$ cat src/rtl/timer.sv
// ---------------------------------------------------------------------------
// timer
//
// Memory-mapped down-counting timer for the picorv32 SoC.
// A programmable prescaler turns the system clock into ticks. A 32-bit
// counter decrements once per tick. When the counter underflows, it raises a
// sticky expiry flag. The counter then either reloads from LOAD
// (auto-reload) or stops and clears its own enable (one-shot).
//
// Register map (word index on reg_addr):
//   0 CTRL     bit0 enable, bit1 auto_reload, bit2 irq_en
//   1 LOAD     reload value
//   2 COUNT    current counter value (writable)
//   3 STATUS   bit0 expired, sticky, write-1-to-clear
//   4 PRESCALE tick every PRESCALE+1 clocks
//   5-7        read 0, writes ignored
//
// Ports:
//   clk       system clock
//   rst_n     asynchronous active-low reset
//   reg_we    single-cycle full-word write strobe
//   reg_addr  word index (CPU addr[4:2])
//   reg_data  write data
//   reg_q     registered read data for reg_addr, one cycle after the address
//   irq       level interrupt, STATUS.expired & CTRL.irq_en
// ---------------------------------------------------------------------------
module timer #(
    parameter int unsigned PRESCALE_WIDTH = 16,
    parameter int unsigned PRESCALE_RESET = 24
) (
    input  logic        clk,
    input  logic        rst_n,
    input  logic        reg_we,
    input  logic [2:0]  reg_addr,
    input  logic [31:0] reg_data,
    output logic [31:0] reg_q,
    output logic        irq
);

    localparam logic [2:0] ADDR_CTRL     = 3'd0;
    localparam logic [2:0] ADDR_LOAD     = 3'd1;
    localparam logic [2:0] ADDR_COUNT    = 3'd2;
    localparam logic [2:0] ADDR_STATUS   = 3'd3;
    localparam logic [2:0] ADDR_PRESCALE = 3'd4;

    logic                      ctrl_enable;
    logic                      ctrl_auto_reload;
    logic                      ctrl_irq_en;
    logic [31:0]               load_q;
    logic [31:0]               count_q;
    logic                      expired;
    logic [PRESCALE_WIDTH-1:0] prescale_q;
    logic [PRESCALE_WIDTH-1:0] pcnt;

    logic                      wr_ctrl;
    logic                      wr_load;
    logic                      wr_count;
    logic                      wr_status;
    logic                      wr_prescale;
    logic                      tick;
    logic                      expire;
    logic                      pcnt_restart;
    logic [31:0]               prescale_ext;
    logic [31:0]               rd_data;

    // Write decode and tick/expiry qualification.
    // A COUNT write in a tick cycle discards the whole tick. That covers both
    // the decrement and any expiry it would have raised.
    always_comb begin
        wr_ctrl      = reg_we && (reg_addr == ADDR_CTRL);
        wr_load      = reg_we && (reg_addr == ADDR_LOAD);
        wr_count     = reg_we && (reg_addr == ADDR_COUNT);
        wr_status    = reg_we && (reg_addr == ADDR_STATUS);
        wr_prescale  = reg_we && (reg_addr == ADDR_PRESCALE);
        tick         = ctrl_enable && (pcnt == prescale_q);
        expire       = tick && !wr_count && (count_q == 32'd0);
        pcnt_restart = wr_prescale || (wr_ctrl && reg_data[0] && !ctrl_enable);
    end

    // Prescaler counter. It sits at 0 while the timer is disabled. It
    // restarts on a new divisor or on a fresh enable, so the first tick
    // always lands PRESCALE+1 clocks after that write.
    always_ff @(posedge clk or negedge rst_n) begin
        if (!rst_n) begin
            pcnt <= '0;
        end else if (pcnt_restart || !ctrl_enable || tick) begin
            pcnt <= '0;
        end else begin
            pcnt <= pcnt + PRESCALE_WIDTH'(1);
        end
    end

    // Control register. A one-shot expiry clears enable unless the CPU
    // writes CTRL in that same cycle, in which case the written value wins.
    always_ff @(posedge clk or negedge rst_n) begin
        if (!rst_n) begin
            ctrl_enable      <= 1'b0;
            ctrl_auto_reload <= 1'b0;
            ctrl_irq_en      <= 1'b0;
        end else if (wr_ctrl) begin
            ctrl_enable      <= reg_data[0];
            ctrl_auto_reload <= reg_data[1];
            ctrl_irq_en      <= reg_data[2];
        end else if (expire && !ctrl_auto_reload) begin
            ctrl_enable      <= 1'b0;
        end
    end

    // Reload value. A LOAD write in a reload cycle does not affect that
    // reload. The counter samples the pre-edge value.
    always_ff @(posedge clk or negedge rst_n) begin
        if (!rst_n) begin
            load_q <= '0;
        end else if (wr_load) begin
            load_q <= reg_data;
        end
    end

    // Main counter. It saturates at 0 and never wraps.
    always_ff @(posedge clk or negedge rst_n) begin
        if (!rst_n) begin
            count_q <= '0;
        end else if (wr_count) begin
            count_q <= reg_data;
        end else if (tick) begin
            if (count_q != 32'd0) begin
                count_q <= count_q - 32'd1;
            end else if (ctrl_auto_reload) begin
                count_q <= load_q;
            end
        end
    end

    // Sticky expiry flag. When a set and a clear happen in the same cycle,
    // the set wins so that an expiry is never lost.
    always_ff @(posedge clk or negedge rst_n) begin
        if (!rst_n) begin
            expired <= 1'b0;
        end else if (expire) begin
            expired <= 1'b1;
        end else if (wr_status && reg_data[0]) begin
            expired <= 1'b0;
        end
    end

    always_ff @(posedge clk or negedge rst_n) begin
        if (!rst_n) begin
            prescale_q <= PRESCALE_WIDTH'(PRESCALE_RESET);
        end else if (wr_prescale) begin
            prescale_q <= reg_data[PRESCALE_WIDTH-1:0];
        end
    end

    // Read mux. Unused bits and unmapped indices read as zero.
    always_comb begin
        prescale_ext                       = '0;
        prescale_ext[PRESCALE_WIDTH-1:0]   = prescale_q;
        rd_data                            = '0;
        case (reg_addr)
            ADDR_CTRL:     rd_data = {29'd0, ctrl_irq_en, ctrl_auto_reload, ctrl_enable};
            ADDR_LOAD:     rd_data = load_q;
            ADDR_COUNT:    rd_data = count_q;
            ADDR_STATUS:   rd_data = {31'd0, expired};
            ADDR_PRESCALE: rd_data = prescale_ext;
            default:       rd_data = '0;
        endcase
    end

    always_ff @(posedge clk or negedge rst_n) begin
        if (!rst_n) begin
            reg_q <= '0;
        end else begin
            reg_q <= rd_data;
        end
    end

    // The IRQ is built only from registers. It therefore drops as soon as
    // rst_n asserts, without waiting for a clock edge.
    assign irq = expired && ctrl_irq_en;

endmodule
$ cat config.mk
export PLATFORM = sky130hd
export DESIGN_NAME = timer
export DESIGN_NICKNAME = d
export VERILOG_FILES = /design/src/rtl/timer.sv
export SDC_FILE = /design/constraint.sdc
export NUM_CORES = 1
export LEC_CHECK = 0
export CAP_MARGIN = 10
export CORE_MARGIN = 2
export CORE_UTILIZATION = 54
export DETAILED_ROUTE_END_ITERATION = 10
export GPL_TIMING_DRIVEN = 0
export PLACE_DENSITY_LB_ADDON = 0.12
export SYNTH_ARGS = -nofsm -noshare
export SYNTH_HDL_FRONTEND = slang
export SYNTH_SLANG_ARGS = --single-unit
$ cat constraint.sdc
create_clock -name clk -period 3.8 [get_ports clk]
set_input_delay 0.76 -clock clk [delete_from_list [all_inputs] [get_ports clk]]
set_output_delay 0.76 -clock clk [all_outputs]
set_load 0.02 [all_outputs]
[Word-level counts from Yosys, hierarchy flattened]
Index checks and enable logic that the tools add are counted.
Word-level totals
  logic and storage cells: 53
  output and inout port bits: 33
  input bits: 38
  register bits after elaboration: 132
Operators by class
  mux-type cells: 10
  reductions and logical operators: 27
  add/subtract/negate cells: 2
  equal/unequal tests: 5
Operators by type and width (number)
  32-bit one-hot mux with 5 select lines: 1
  32-bit two-way mux: 4
  32-bit zero test: 1
  32-bit nonzero test: 1
  32-bit by 1-bit subtractor with 32-bit output, second input constant: 1
  16-bit by 1-bit adder with 16-bit output, second input constant: 1
  16-bit == test: 1
  16-bit two-way mux: 1
  1-bit logical AND: 13
  3-bit by 2-bit == test with 1-bit output, second input constant: 2
  2-bit nonzero test: 3
  1-bit two-way mux: 4
  3-bit by 1-bit == test with 1-bit output, second input constant: 1
  3-bit == test, second input constant: 1
  1-bit zero test: 3
  3-bit zero test: 1
  1-bit logical OR: 3
  3-bit nonzero test: 1
  2-bit AND reduction: 1

[Depth between registers and ports, before layout]
Gate-level depths: netlist (run 1).
  word-level depth: 8
  mapped depth: 10
  depth with buffers taken out: 8

[Worst setup path before layout (run 1)]
Ideal clock, no wire load.
  kind: input -> register
  from: input port reg_addr[0]
  to: register load_q[10]
  arrival: 2.688 ns
  stages on the path: 9
  setup slack: 0.987 ns
  setup time: 0.125 ns
  data required time: 3.675 ns
  buffers on the path: 5
  cells stage by stage: clkbuf_1 -> nor2b_1 -> clkbuf_1 -> nor2b_1 -> clkbuf_1 -> and2_1 -> clkbuf_1 -> buf_2 -> mux2_2
Between the ends
  longest elaborated chain between the ends: 2
Ends and longest elaborated chain
  start: declaration: RTL line 34  | input logic [2:0] reg_addr,
  3-bit by 1-bit == test with 1-bit output: RTL line 71  | wr_load = reg_we && (reg_addr == ADDR_LOAD);
  1-bit logical AND: RTL line 71
  end signal: assignment: RTL line 115  | load_q <= reg_data;
  end: declaration: RTL line 49  | logic [31:0] load_q;
No other way between the ends.
A chain may end at the register's enable or synchronous reset.

[Worst setup path after layout (run 1)]
  from: input port reg_addr[2]
  to: register load_q[17]
The elaborated chain is that of the path after synthesis.

==> flow_summary.yaml, run 1 <==
outcome:
  outcome: "complete, no violations"
yosys:
  synth_seq_cells: 132
  synth_top_family_by_area: "compound AO/OA/AOI/OAI gates"
  syn_inst: 657
  synth-simple-area-share_pct: 16.71
  synth_flop_cell: "dfrtp_1"
  synthesis.nets: 698
  synthMuxAreaShare_pct: 8.841
  async_reset_ff_share_pct: 100.0
  synthTopCellsByCount: "130 x dfrtp_1, 58 x nand2_1, 52 x nor2_1"
  synth_top_area_share_pct: 47.89
  synthXorXnorAreaFrac_pct: 4.513
  yosys.area.top_type: "dfrtp_1"
  synth_edf_count: 0
  ys_seq_area_share_pct: 48.66
  syn_area_per_cell_um2: 10.34
  ys_warn_count: 0
  synth_area_mm2: 0.006793
  synth.area.top_cells: "dfrtp_1 48%, mux2_2 8.0%, nand2_1 3.2%"
  netlist-cell-type-count: 72
  synth_most_common_cell: "dfrtp_1"
  synth_compound_area_share_pct: 16.80
  synth_adder_area_share_pct: 0.5526
detailed_routing:
  drc_errors: 0
  wire_per_inst_um: 21.96
  ant_nets: 0
  via_per_inst: 6.293
  drt_wl_total_mm: 20.36
  dr_total_vias: 5834
  firstDrtPassIters: 5
  drt_iter0_markers: 627
critical_path:
  start_kind: "input pin"
  crit_buf_inv: 5
  r2r_start: "count_q[28]$_DFFE_PN0P_"
  path_delay_family: "buffers and inverters"
  path_common_cell: "clkbuf_1"
  slowest_delay_ns: 0.54
  end_kind: "register"
  required_ns: 4.10
  path_class: "input pin to register"
  crit_chain: "clkdlybuf4s50_1 -> nor2b_1 -> clkbuf_1 -> nor2b_1 -> clkbuf_1 -> and2_1 -> clkbuf_1 -> buf_2 -> mux2_2"
  worstPathArrival_ns: 3.85
  timing.reg2reg.setup_slack_ns: 0.43
  crit_path_max_fanout: 10
  worst_path_max_delay_cell: "clkdlybuf4s50_1"
  setup.worst_path.start: "reg_addr[2]"
  timing.rr.end: "ctrl_enable$_DFFE_PN0P_"
  reg2reg_depth: 7
clocking:
  cts_made_buffers: 17
  ctsResizeCount: 0
  cts_max_level: 4
  cts.path.max_buffers: 2
  cts_tree: "done"
  post-cts-setup-buffer-count: 0
  cts_hold_buffers: 0
  cts_sinks: 132
  clk_latency_ns: 0.43
  clk_pin_slew_ns: 0.06
  cts-root-buf: "clkbuf_16"
finish:
  fin_nets: 787
  ff_latch_area_mm2: 0.003306
  syn_to_final_growth_pct: 22.75
  antenna_cells: 0
  finish.utilization_pct: 68.56
  drive_gt1_share_pct: 14.36
  fin_cells: 927
  multi_input_area_mm2: 0.003226
  postLayoutCellArea_mm2: 0.008338
  fillers: 948
placed_design:
  portBuffers: 69
  postPlaceCellArea_mm2: 0.007727
  place_hpwl_mm: 14.52
  gp_congestion: 0.9535
  dp.cells: 895
timing:
  min_period_ns: 3.550
  clock_skew_ns: 0.006217
  relSlewSlack_pct: 38.12
  min_period_over_period_pct: 93.43
  tns_ns: 0
  tightest_slew_ns: 0.9273
  slew_viol_final: 0
  max_freq_mhz: 281.7
  rsz0062_at_grt: "false"
  final-setup-viol-count: 0
  hold_violations: 0
power_and_ir_drop:
  peakVddDrop_v: 0.0002927
  finalPower_mw: 4.252
  powerDensity_mw_per_mm2: 510.0
  p_leak_nw: 3.397
floorplanning:
  fp.dieW_um: 116.2
  dieArea_mm2: 0.01349
  core_mm2: 0.01216
  die_y_um: 116.2
  row_count: 40
  ioPinCount: 71
  initial_core_util_pct: 55.85
global_route:
  grt_max_degree: 77
  grt_overflow: 0
  grt_pass1_vias: 5727
  grt_pass1_wl_mm: 31.68
  antenna_found_initial: 0
  grt.total_usage_pct: 31.98
hold_path:
  hp-class: "input pin to async pin"
flow_run:
  maxCapViolCount: 0
==> worst register-to-register path: cells and delay by family (launching register included) <==
family / cells / cell delay (ns)
compound gates: 2 / 0.42
buf+inv: 2 / 0.72
flops: 1 / 0.45
simple gates: 3 / 1.63
==> sequential cells by signal, summed over array words and instances (netlist names) <==
| name | cells |
|---|---|
| count_q | 32 |
| load_q | 32 |
| reg_q | 32 |
| pcnt | 16 |
| prescale_q | 16 |
| ctrl_auto_reload | 1 |
| ctrl_enable | 1 |
| ctrl_irq_en | 1 |
| expired | 1 |
==> cell families (layout without fill, tap and decap cells) <==
group,count (synthesis),count (layout)
and+or+nand+nor,215,215
xor gates and xnor gates,35,35
muxes,54,54
buffers and inverters,55,157
DFF,132,132
adders and majority gates,3,3
AOI/OAI and AO/OA,163,163
==> per-stage QoR <==
stage | worst slack, ns | hold WS [ns]
after detailed placement | -0.1031 | 0.4881
after global placement | -3.135 | 0.4795
after CTS | 0.3031 | 0.3144
after global routing | 0.1498 | 0.3383
final | 0.2495 | 0.2952
after floorplan | 0.9875 | 0.4613
==> worst max path at each step <==
stage | end | slack [ns] | depth (start not counted)
after global placement | pcnt[12]$_DFF_PN0_ | -3.14 | 1
after global routing | load_q[17]$_DFFE_PN0P_ | 0.15 | 9
after floorplan | load_q[10]$_DFFE_PN0P_ | 0.99 | 9
after detailed placement | load_q[17]$_DFFE_PN0P_ | -0.10 | 9
after CTS | load_q[17]$_DFFE_PN0P_ | 0.30 | 9
final | load_q[17]$_DFFE_PN0P_ | 0.25 | 9
==> power breakdown <==
part           internal (mW)  switching, mW
logic                  0.356          0.403
registers               1.60          0.202
clock network           1.07          0.622
==> cells in the final DEF, fill, tap and decap left out, drive strengths merged, types with 14 or more instances in the layout <==
cell type / instances
a21oi: 26
a22o: 16
a22oi: 15
buf: 17
clkbuf: 47
clkdlybuf4s50: 68
dfrtp: 130
inv: 14
mux2: 48
nand2: 60
nand3: 17
nor2: 52
nor3: 15
nor4: 15
o21ai: 43
xnor2: 21
xor2: 14
==> per-layer routing <==
layer	up-vias	wire (um)	global-route usage [%]
met5	-	0	0
met4	0	907	17.46
met3	87	1278	7.161
met2	265	10140	52.40
met1	2869	8033	39.64
li1	2613	-	-
==> area by class of cell <==
class | instances | area share [%]
Clock inverter | 12 | 1.846
Inverter | 13 | 0.5852
Sequential cell | 132 | 39.65
Timing Repair Buffer | 70 | 8.628
Tap cell | 168 | 2.521
Clock buffer | 20 | 5.477
Buffer | 42 | 2.611
Multi-Input combinational cell | 470 | 38.69
(Power assumes the default switching activity.)
==> run 2, diff against run 1 <==
--- a/config.mk
+++ b/config.mk
@@ -11,6 +11,7 @@
 export DETAILED_ROUTE_END_ITERATION = 10
 export GPL_TIMING_DRIVEN = 0
 export PLACE_DENSITY_LB_ADDON = 0.12
+export SLEW_MARGIN = 40
 export SYNTH_ARGS = -nofsm -noshare
 export SYNTH_HDL_FRONTEND = slang
 export SYNTH_SLANG_ARGS = --single-unit
==> flow_summary.yaml, run 2 (same netlist as run 1, synthesis figures left out) <==
critical_path:
  crit_buf_inv: 5
  worstPathArrival_ns: 3.81
  crit_cells: 9
  reg2reg_depth: 8
  path_common_cell: "clkbuf_1"
  slowest_delay_ns: 0.53
  end_kind: "register"
  path_delay_family: "buffers and inverters"
  crit_chain: "clkdlybuf4s50_1 -> nor2b_1 -> clkbuf_1 -> nor2b_1 -> clkbuf_1 -> and2_1 -> clkbuf_1 -> buf_2 -> mux2_2"
  path_class: "input pin to register"
  required_ns: 4.11
  crit_path_max_fanout: 10
  start_kind: "input pin"
  worst_path_max_delay_cell: "clkdlybuf4s50_1"
clocking:
  cts_max_level: 4
  clk_pin_slew_ns: 0.06
  clk_latency_ns: 0.43
  cts_hold_buffers: 0
  cts_made_buffers: 17
  cts.path.max_buffers: 2
  post-cts-setup-buffer-count: 0
  cts-root-buf: "clkbuf_16"
  cts_tree: "done"
  ctsResizeCount: 0
  cts_sinks: 132
floorplanning:
  initial_core_util_pct: 55.85
  die_y_um: 116.2
  row_count: 40
  core_mm2: 0.01216
  ioPinCount: 71
  dieArea_mm2: 0.01349
  fp.dieW_um: 116.2
placed_design:
  dp.cells: 896
  portBuffers: 69
  place_hpwl_mm: 14.61
  dp_slack_ns: -0.09245
  postPlaceCellArea_mm2: 0.007745
  gp_congestion: 0.9535
finish:
  layout_commonest_cell: "dfrtp_1"
  fillers: 940
  multi_input_area_mm2: 0.003243
  fin_nets: 788
  ff_latch_area_mm2: 0.003306
  antenna_cells: 0
  postLayoutCellArea_mm2: 0.008363
  fin_cells: 928
  finish.utilization_pct: 68.77
  layout_common_cells: "130 x dfrtp_1, 68 x clkdlybuf4s50_1, 58 x nand2_1"
  reg_top3: "count_q x32, load_q x32, reg_q x32"
  syn_to_final_growth_pct: 23.12
  drive_gt1_share_pct: 14.87
timing:
  max_freq_mhz: 285.5
  min_period_over_period_pct: 92.19
  rsz0062_at_grt: "false"
  slew_viol_final: 0
  whs_ns: 0.2447
  final-setup-viol-count: 0
  tightest_slew_ns: 0.8774
  tns_ns: 0
  final.setup.worst_slack_ns: 0.2968
  relSlewSlack_pct: 40.97
  hold_violations: 0
  clock_skew_ns: 0.006765
  min_period_ns: 3.503
power_and_ir_drop:
  powerDensity_mw_per_mm2: 509.3
  peakVddDrop_v: 0.0003082
  finalPower_mw: 4.259
  p_leak_nw: 3.408
detailed_routing:
  dr_total_vias: 5838
  via_per_inst: 6.291
  wire_per_inst_um: 21.82
  drc_errors: 0
  drt_iter0_markers: 616
  firstDrtPassIters: 6
  ant_nets: 0
  drt_wl_total_mm: 20.25
global_route:
  grt_overflow: 0
  antenna_found_initial: 0
  grt.total_usage_pct: 31.66
  grt_max_degree: 77
  grt_pass1_vias: 5797
  grt_pass1_wl_mm: 31.66
flow_run:
  maxCapViolCount: 0
outcome:
  outcome: "complete, no violations"
hold_path:
  hp-class: "input pin to async pin"
run 2: changes by cell type in the layout (fill, tap and decap cells not counted), moves of 2 or more:
cell	previous run	this run
inv_6	1	4
clkbuf_8	2	0
clkinv_4	2	4
clkinvlp_4	3	1
run 2: area by class of cell:
cell class / count / share of cell area (%)
Buffer: 42 / 2.603
Inverter: 13 / 0.5835
Clock buffer: 18 / 5.132
Clock inverter: 14 / 2.124
Multi-Input combinational cell: 470 / 38.78
Tap cell: 168 / 2.513
Sequential cell: 132 / 39.53
Timing Repair Buffer: 71 / 8.737
run 2: final timing paths:
| kind | from | endpoint | slack (ns) |
|---|---|---|---|
| setup / recovery | reg_addr[2] | load_q[17]$_DFFE_PN0P_ | 0.30 |
| hold / removal | rst_n | load_q[25]$_DFFE_PN0P_ | 0.24 |
| setup reg to reg | count_q[8]$_DFFE_PN0P_ | ctrl_enable$_DFFE_PN0P_ | 0.47 |
| hold reg to reg | load_q[31]$_DFFE_PN0P_ | reg_q[31]$_DFF_PN0_ | 0.50 |
| max in group asynchronous | rst_n | prescale_q[4]$_DFFE_PN1P_ | 2.81 |
| min in group clk | load_q[31]$_DFFE_PN0P_ | reg_q[31]$_DFF_PN0_ | 0.50 |
run 2: worst register-to-register path, stage by stage, from the launching register on:
cell	delay, ns
dfrtp_1	0.37
buf_6	0.13
nor4_2	0.76
nand4_1	0.42
or2_1	0.38
clkbuf_1	0.35
clkbuf_1	0.34
o31ai_1	0.33
o21ai_0	0.11
run 2: metal layers:
| layer | track usage (%) | part of all wire (%) | vias to the layer above |
|---|---|---|---|
| met1 | 39.14 | 39 | 2891 |
| met4 | 16.67 | 3.8 | 0 |
| met2 | 52.40 | 50 | 268 |
| met5 | 0 | 0 | - |
| li1 | - | - | 2609 |
| met3 | 6.902 | 6.5 | 70 |
run 2: power by group:
part / leakage [nW] / internal [mW] / switching, mW
sequential: 1.68 / 1.60 / 0.202
clock: 0.296 / 1.04 / 0.658
combinational: 1.43 / 0.357 / 0.398
total: 3.41 / 3.00 / 1.26
